===== config.mk =====
export PLATFORM = sky130hd
export DESIGN_NAME = decrypt_stream
export DESIGN_NICKNAME = d
export VERILOG_FILES = /design/src/rtl/decrypt_stream.sv
export SDC_FILE = /design/constraint.sdc
export NUM_CORES = 1
export LEC_CHECK = 0
export ABC_AREA = 1
export CAP_MARGIN = 20
export CORE_AREA = 8 8 77 79
export CTS_BUF_LIST = sky130_fd_sc_hd__clkbuf_16
export CTS_CLUSTER_DIAMETER = 40
export CTS_CLUSTER_SIZE = 8
export DETAILED_ROUTE_END_ITERATION = 10
export DIE_AREA = 0 0 85 87
export GPL_TIMING_DRIVEN = 0
export PLACE_DENSITY_LB_ADDON = 0.25
export SYNTH_ARGS = -nofsm -noshare
export SYNTH_HDL_FRONTEND = slang
export SYNTH_SLANG_ARGS = --single-unit

===== constraint.sdc =====
create_clock -name i_clock -period 1.9 [get_ports i_clock]
set_input_delay 0.285 -clock i_clock [delete_from_list [all_inputs] [get_ports i_clock]]
set_output_delay 0.285 -clock i_clock [all_outputs]
set_load 0.05 [all_outputs]

===== src/rtl/decrypt_stream.sv =====
// Two-stage streaming nibble-cipher decryptor: 1 cycle from accept to out_valid, 1 byte/cycle.
// Backpressure: a stage advances only when the stage after it is empty or draining; in_ready is combinational from out_ready.
module decrypt_stream #(
    parameter int COUNT_W = 16
) (
    input  logic               i_clock,
    input  logic               i_reset,
    input  logic               i_key_load,
    input  logic [7:0]         i_key_in,
    input  logic               i_in_valid,
    output logic               o_in_ready,
    input  logic [7:0]         i_in_data,
    output logic               o_out_valid,
    input  logic               i_out_ready,
    output logic [7:0]         o_out_data,
    output logic               o_busy,
    output logic [COUNT_W-1:0] o_byte_count
);

    logic [7:0]         r_key;
    logic               r_s1_vld;
    logic [7:0]         r_s1_c;
    logic [7:0]         r_s1_x;
    logic               r_s1_k0;
    logic               r_s2_vld;
    logic [7:0]         r_s2_dat;
    logic [COUNT_W-1:0] r_count;

    logic               w_a1;
    logic               w_a2;
    logic               w_accept;
    logic               w_deliver;
    logic [7:0]         w_e;
    logic [7:0]         w_x;
    logic [3:0]         w_s;
    logic [7:0]         w_p;

    assign w_a2      = !r_s2_vld || i_out_ready;
    assign w_a1      = !r_s1_vld || w_a2;
    assign w_accept  = i_in_valid && w_a1;
    assign w_deliver = r_s2_vld && i_out_ready;

    // The lower nibble travels in the clear, so the mask is rebuilt from it and the key.
    assign w_e = {i_in_data[3], i_in_data[0], i_in_data[1], i_in_data[2],
                  i_in_data[1], i_in_data[3], i_in_data[2], i_in_data[0]};
    assign w_x = w_e ^ r_key;
    assign w_s = r_s1_x[7:4] + r_s1_x[3:0] + {3'b000, r_s1_k0};
    assign w_p = {r_s1_c[7:4] ^ w_s, r_s1_c[3:0]};

    // Stage 1 latches the key-derived material so later key loads cannot touch in-flight bytes.
    always_ff @(posedge i_clock) begin
        if (i_reset) begin
            r_key    <= 8'h00;
            r_s1_vld <= 1'b0;
            r_s1_c   <= 8'h00;
            r_s1_x   <= 8'h00;
            r_s1_k0  <= 1'b0;
        end else begin
            if (i_key_load) begin
                r_key <= i_key_in;
            end
            if (w_a1) begin
                r_s1_vld <= w_accept;
            end
            if (w_accept) begin
                r_s1_c  <= i_in_data;
                r_s1_x  <= w_x;
                r_s1_k0 <= r_key[0];
            end
        end
    end

    always_ff @(posedge i_clock) begin
        if (i_reset) begin
            r_s2_vld <= 1'b0;
            r_s2_dat <= 8'h00;
            r_count  <= '0;
        end else begin
            if (w_a2) begin
                r_s2_vld <= r_s1_vld;
            end
            if (w_a2 && r_s1_vld) begin
                r_s2_dat <= w_p;
            end
            if (w_deliver) begin
                r_count <= r_count + {{(COUNT_W-1){1'b0}}, 1'b1};
            end
        end
    end

    assign o_in_ready   = w_a1;
    assign o_out_valid  = r_s2_vld;
    assign o_out_data   = r_s2_dat;
    assign o_busy       = r_s1_vld || r_s2_vld;
    assign o_byte_count = r_count;

endmodule


# --- Word level (Yosys, flattened, before mapping) ---
# Index checks and enable logic that the tools add are counted.
word_totals:
  register_bits: 51
  wordCells: 21
  output_inout_bits: 27
  in_bits: 21
classes:
  reduce_logical: 8
  addsub: 3
  bitwise: 2
op_table:
  columns: ["operator", "count"]
  rows:
  - ["16-bit by 1-bit adder with 16-bit output (second input constant)", 1]
  - ["8-bit bitwise XOR", 1]
  - ["4-bit by 1-bit adder with 4-bit output", 1]
  - ["4-bit adder", 1]
  - ["4-bit bitwise XOR", 1]
  - ["1-bit logical AND", 3]
  - ["1-bit logical OR", 3]
  - ["1-bit logical NOT", 2]

# --- Longest topological paths before layout ---
logic_depth:
  ltp_word: 4
  mapped_depth: 9
  depth_no_buf: 9

# --- Least setup slack after synthesis ---
# No wires, ideal clock.
synth_timing:
  kind: "reg2reg"
  startpoint: "register r_s2_vld, in the netlist o_out_valid"
  endpoint: "register r_s1_c[5]"
  required_ns: 1.784
  setup_ns: 0.116
  arrival_ns: 1.714
  path_stages_with_launch: 7
  path_buffers: 1
  slack_ns: 0.071
  period_less_slack_ns: 1.829
  path_cell_list: "dfxtp_1 > nand3_2 > nand2_4 > inv_2 > buf_6 > nor2_1 > nor2_1"
synth_between:
  elab_chain_cells: 4
synth_rtl:
  columns: ["element", "line", "text"]
  rows:
  - ["start: declaration", "25", "logic r_s2_vld;"]
  - ["start signal: assignment", "80", "r_s2_vld <= r_s1_vld;"]
  - ["1-bit logical NOT", "38", "assign w_a2 = !r_s2_vld || i_out_ready;"]
  - ["1-bit logical OR", "38", null]
  - ["1-bit logical OR", "39", "assign w_a1 = !r_s1_vld || w_a2;"]
  - ["net o_in_ready", "11", "output logic o_in_ready,"]
  - ["1-bit logical AND", "40", "assign w_accept = i_in_valid && w_a1;"]
  - ["end signal: assignment", "66", "r_s1_c <= i_in_data;"]
  - ["end: declaration", "22", "logic [7:0] r_s1_c;"]
# The timed path passes the listed nets, and every way through them passes these cells.
# A chain may end at the register's enable or synchronous reset.

# --- Worst setup path after layout ---
layout_timing:
  startpoint: "register r_count[11], in the netlist o_byte_count[11]"
  endpoint: "output o_byte_count[11]"
layout_rtl:
  columns: ["element", "line", "text"]
  rows:
  - ["start: declaration", "27", "logic [COUNT_W-1:0] r_count;"]
  - ["start signal: assignment", "86", "r_count <= r_count + {{(COUNT_W-1){1'b0}}, 1'b1};"]
  - ["end: declaration", "17", "output logic [COUNT_W-1:0] o_byte_count"]
# No word-level cell between the ends.

==> run summary <==
run status - finished clean
via count - 2053
Util after Layout - 0.611
Mapped Nets - 327
Crit-path slowest cell - clkdlybuf4s50_1
critical path peak fanout - 5
EDFF count, synth - 0
CTS Root Cell - clkbuf_16
Leak - 1.20 nW
Crit. End Element - output port
min cycle time layout - 1.83 ns
post-synth top area share - 0.445
detailed-route DRC error count - 0
I/O Buffers - 47
crit-path max cell delay - 0.85 ns
main area contributors after synthesis - dfxtp_1 (45%), nor2_1 (9.5%), nand2_1 (7.4%)
Power Internal - 1.74 mW
#FFs+latches synth - 51
Initial Utilization - 0.473
top-level I/O count - 48
Rel. slew slack - 0.620
Reg2Reg Setup Slack - 0.22 ns
synthesized area - 2290 um^2
register area share after synthesis - 0.445
top_reg_cell synth - dfxtp_1
net switching power - 594 uW
Critical Path AT - 1.54 ns
num rows - 26
Reg2Reg Depth - 6
Final WS setup - 0.0722 ns
Post-Syn Area per Cell - 7.62 um^2
Pwr Total - 2.34 mW
initial DRC count - 80
Clock Power Share - 0.355
synthesized instance count - 301
hold_ws - 0.463 ns
RR Endpoint - o_out_data[5]
CP delay by family, top - buffers and inverters
fin. max-slew vios - 0
max frequency - 547 MHz
worst min path class - reg -> reg
Seq pwr share - 0.497
Buf/Inv on CP - 1
core area - 4850 um^2
maximum VDD drop - 486 uV
clock buffer depth - 2
H-tree depth - 2
CTS hold repair buffers - 0
vias in the first global route - 2060
Post-Route WL - 5000 um
antenna violations before repair - 0
fillers - 472
largest area contributor in the netlist - dfxtp_1
latest clock arrival within the worst-skew pair - 0.28 ns
TritonCTS Sinks - 51
Final setup viols - 0
Final #Nets - 381
RSZ-0062 raised after global routing - false
post-place setup slack - -0.196 ns
layout cells sized above 1 - 0.0763
Num CTS Buffers - 5
Post-DP HPWL - 3760 um
yosys warns - 0
count leader, synth - nor2_1
CTS clk-pin slew, worst paths - 0.06 ns
Distinct cells, synth - 32
gpl congestion - 0.789
post-route ant nets - 0
Hold Path Depth - 2
Final period util - 0.962
CP Launch Type - flip-flop
first-pass GRT wire length - 8670 um
Setup Skew - 0.00495 ns
Sum Neg Setup Slack - 0 ns
Max Cap Violations - 0
Net Sw Frac - 0.254
Post-synth top cells - nor2_1 (58), dfxtp_1 (51), nand2_1 (45), o21ai_0 (33), inv_1 (29)
hold_sp - r_s1_x[0]
Comb pwr share - 0.148
FFs w/ async S/R, synth - 0
drt first pass iters - 4
Fin. Hold Viols - 0
Slew @ Worst Pin - 0.570 ns
antenna cell count - 0
CP required - 1.62 ns
WHS Endpoint - r_s1_x[0]
P&R area growth vs syn - 29.2%
GRT Overall Usage - 0.146
Avg Vias per Cell - 5.01
Die Span Y - 87 um
pin count of the biggest net entering global routing - 14
die area - 7400 um^2
worst r2r src - r_s1_x[0]
Routed wire per std cell - 12.2 um
grt ovf - 0
CTS tree - built
Pwr Density - 789 nW/um^2
crit-path cells - clkdlybuf4s50_1
CP Class - reg -> out
Die Wd - 85 um
==> registers in the layout, indices dropped and copies added, names as in the netlist <==
name	count
r_s1_c	8
r_s1_k0	1
o_out_valid	1
r_key	8
r_s1_vld	1
o_out_data	8
r_s1_x	8
o_byte_count	16
==> area by class of cell <==
class                           instances  area (um^2)  share of cell area
Buffer                                  8         51.3              0.0173
Clock buffer                            5          125              0.0422
Clock inverter                          1         3.75             0.00127
Inverter                               32          120              0.0406
Multi-Input combinational cell        210         1100               0.371
Sequential cell                        51         1020               0.345
Tap cell                               56         70.1              0.0237
Timing Repair Buffer                   47          470               0.159
==> power by group through the flow <==
stage | Sequential, mW | Combinational [mW] | Clock (mW)
2_1_floorplan | 1.23 | 0.173 | 0
3_3_place_gp | 1.18 | 0.345 | 0
3_5_place_dp | 1.19 | 0.350 | 0
4_1_cts | 1.16 | 0.350 | 0.851
5_1_grt | 1.17 | 0.386 | 0.893
6_report | 1.16 | 0.346 | 0.829
==> stage by stage <==
stage          cell area [um^2]  std cells
3_3_place_gp               2830        404
2_1_floorplan              2290        301
6_report                   2960        410
3_5_place_dp               2830        404
4_1_cts                    2960        410
5_1_grt                    2960        410
==> how the worst max path moves through the flow <==
stage	cells after the start	end	slack, ns	start
2_1_floorplan	6	r_s1_c[5]	0.07	o_out_valid
3_3_place_gp	4	o_in_ready	-0.21	i_out_ready
3_5_place_dp	4	o_in_ready	-0.20	i_out_ready
4_1_cts	1	o_out_valid	0.02	o_out_valid
5_1_grt	4	o_in_ready	0.02	i_out_ready
6_report	1	o_byte_count[11]	0.07	o_byte_count[11]
==> cell usage in the layout (no fill, tap or decap), drive strengths merged <==
cell type / n
dlygate4sd2: 2
nand4: 4
nor3: 5
o21bai: 1
xor2: 8
and3: 1
nor3b: 2
fa: 2
dlymetal6s2s: 1
a21oi: 22
buf: 5
inv: 33
nor2: 61
or2: 1
nand2: 48
clkbuf: 8
o21ai: 34
clkdlybuf4s50: 44
nand3: 12
xnor2: 6
ha: 3
dfxtp: 51
==> what timing repair did <==
action                                  4_1_cts  5_1_grt
pin swaps                                     0        0
resized for setup                             2        1
buffers inserted                              0        0
endpoints found under the setup margin        2        1
==> metal layers <==
metal  global-route usage  routed length [um]  up-vias
met5                    0                   0        -
met4               0.0615                 106        0
met3               0.0557                 317        9
met2                0.275                2530       49
met1                0.138                2050      926
li1                     -                   -     1069
==> worst reg2reg max path: cells and delay by family, from the launching register on <==
family          cells  cell delay (ns)
buf+inv             2             0.15
flops               1             0.33
compound gates      1             0.07
fa+ha+maj           2             0.89
xor+xnor            1             0.15
==> logic make-up after synthesis <==
group,Yosys count,synth area share
simple gates,134,0.267
compound gates,57,0.126
flops,51,0.445
buf+inv,40,0.0748
xor+xnor,14,0.0535
fa+ha+maj,5,0.0338
No activity file was read; power rests on OpenSTA's default activity.
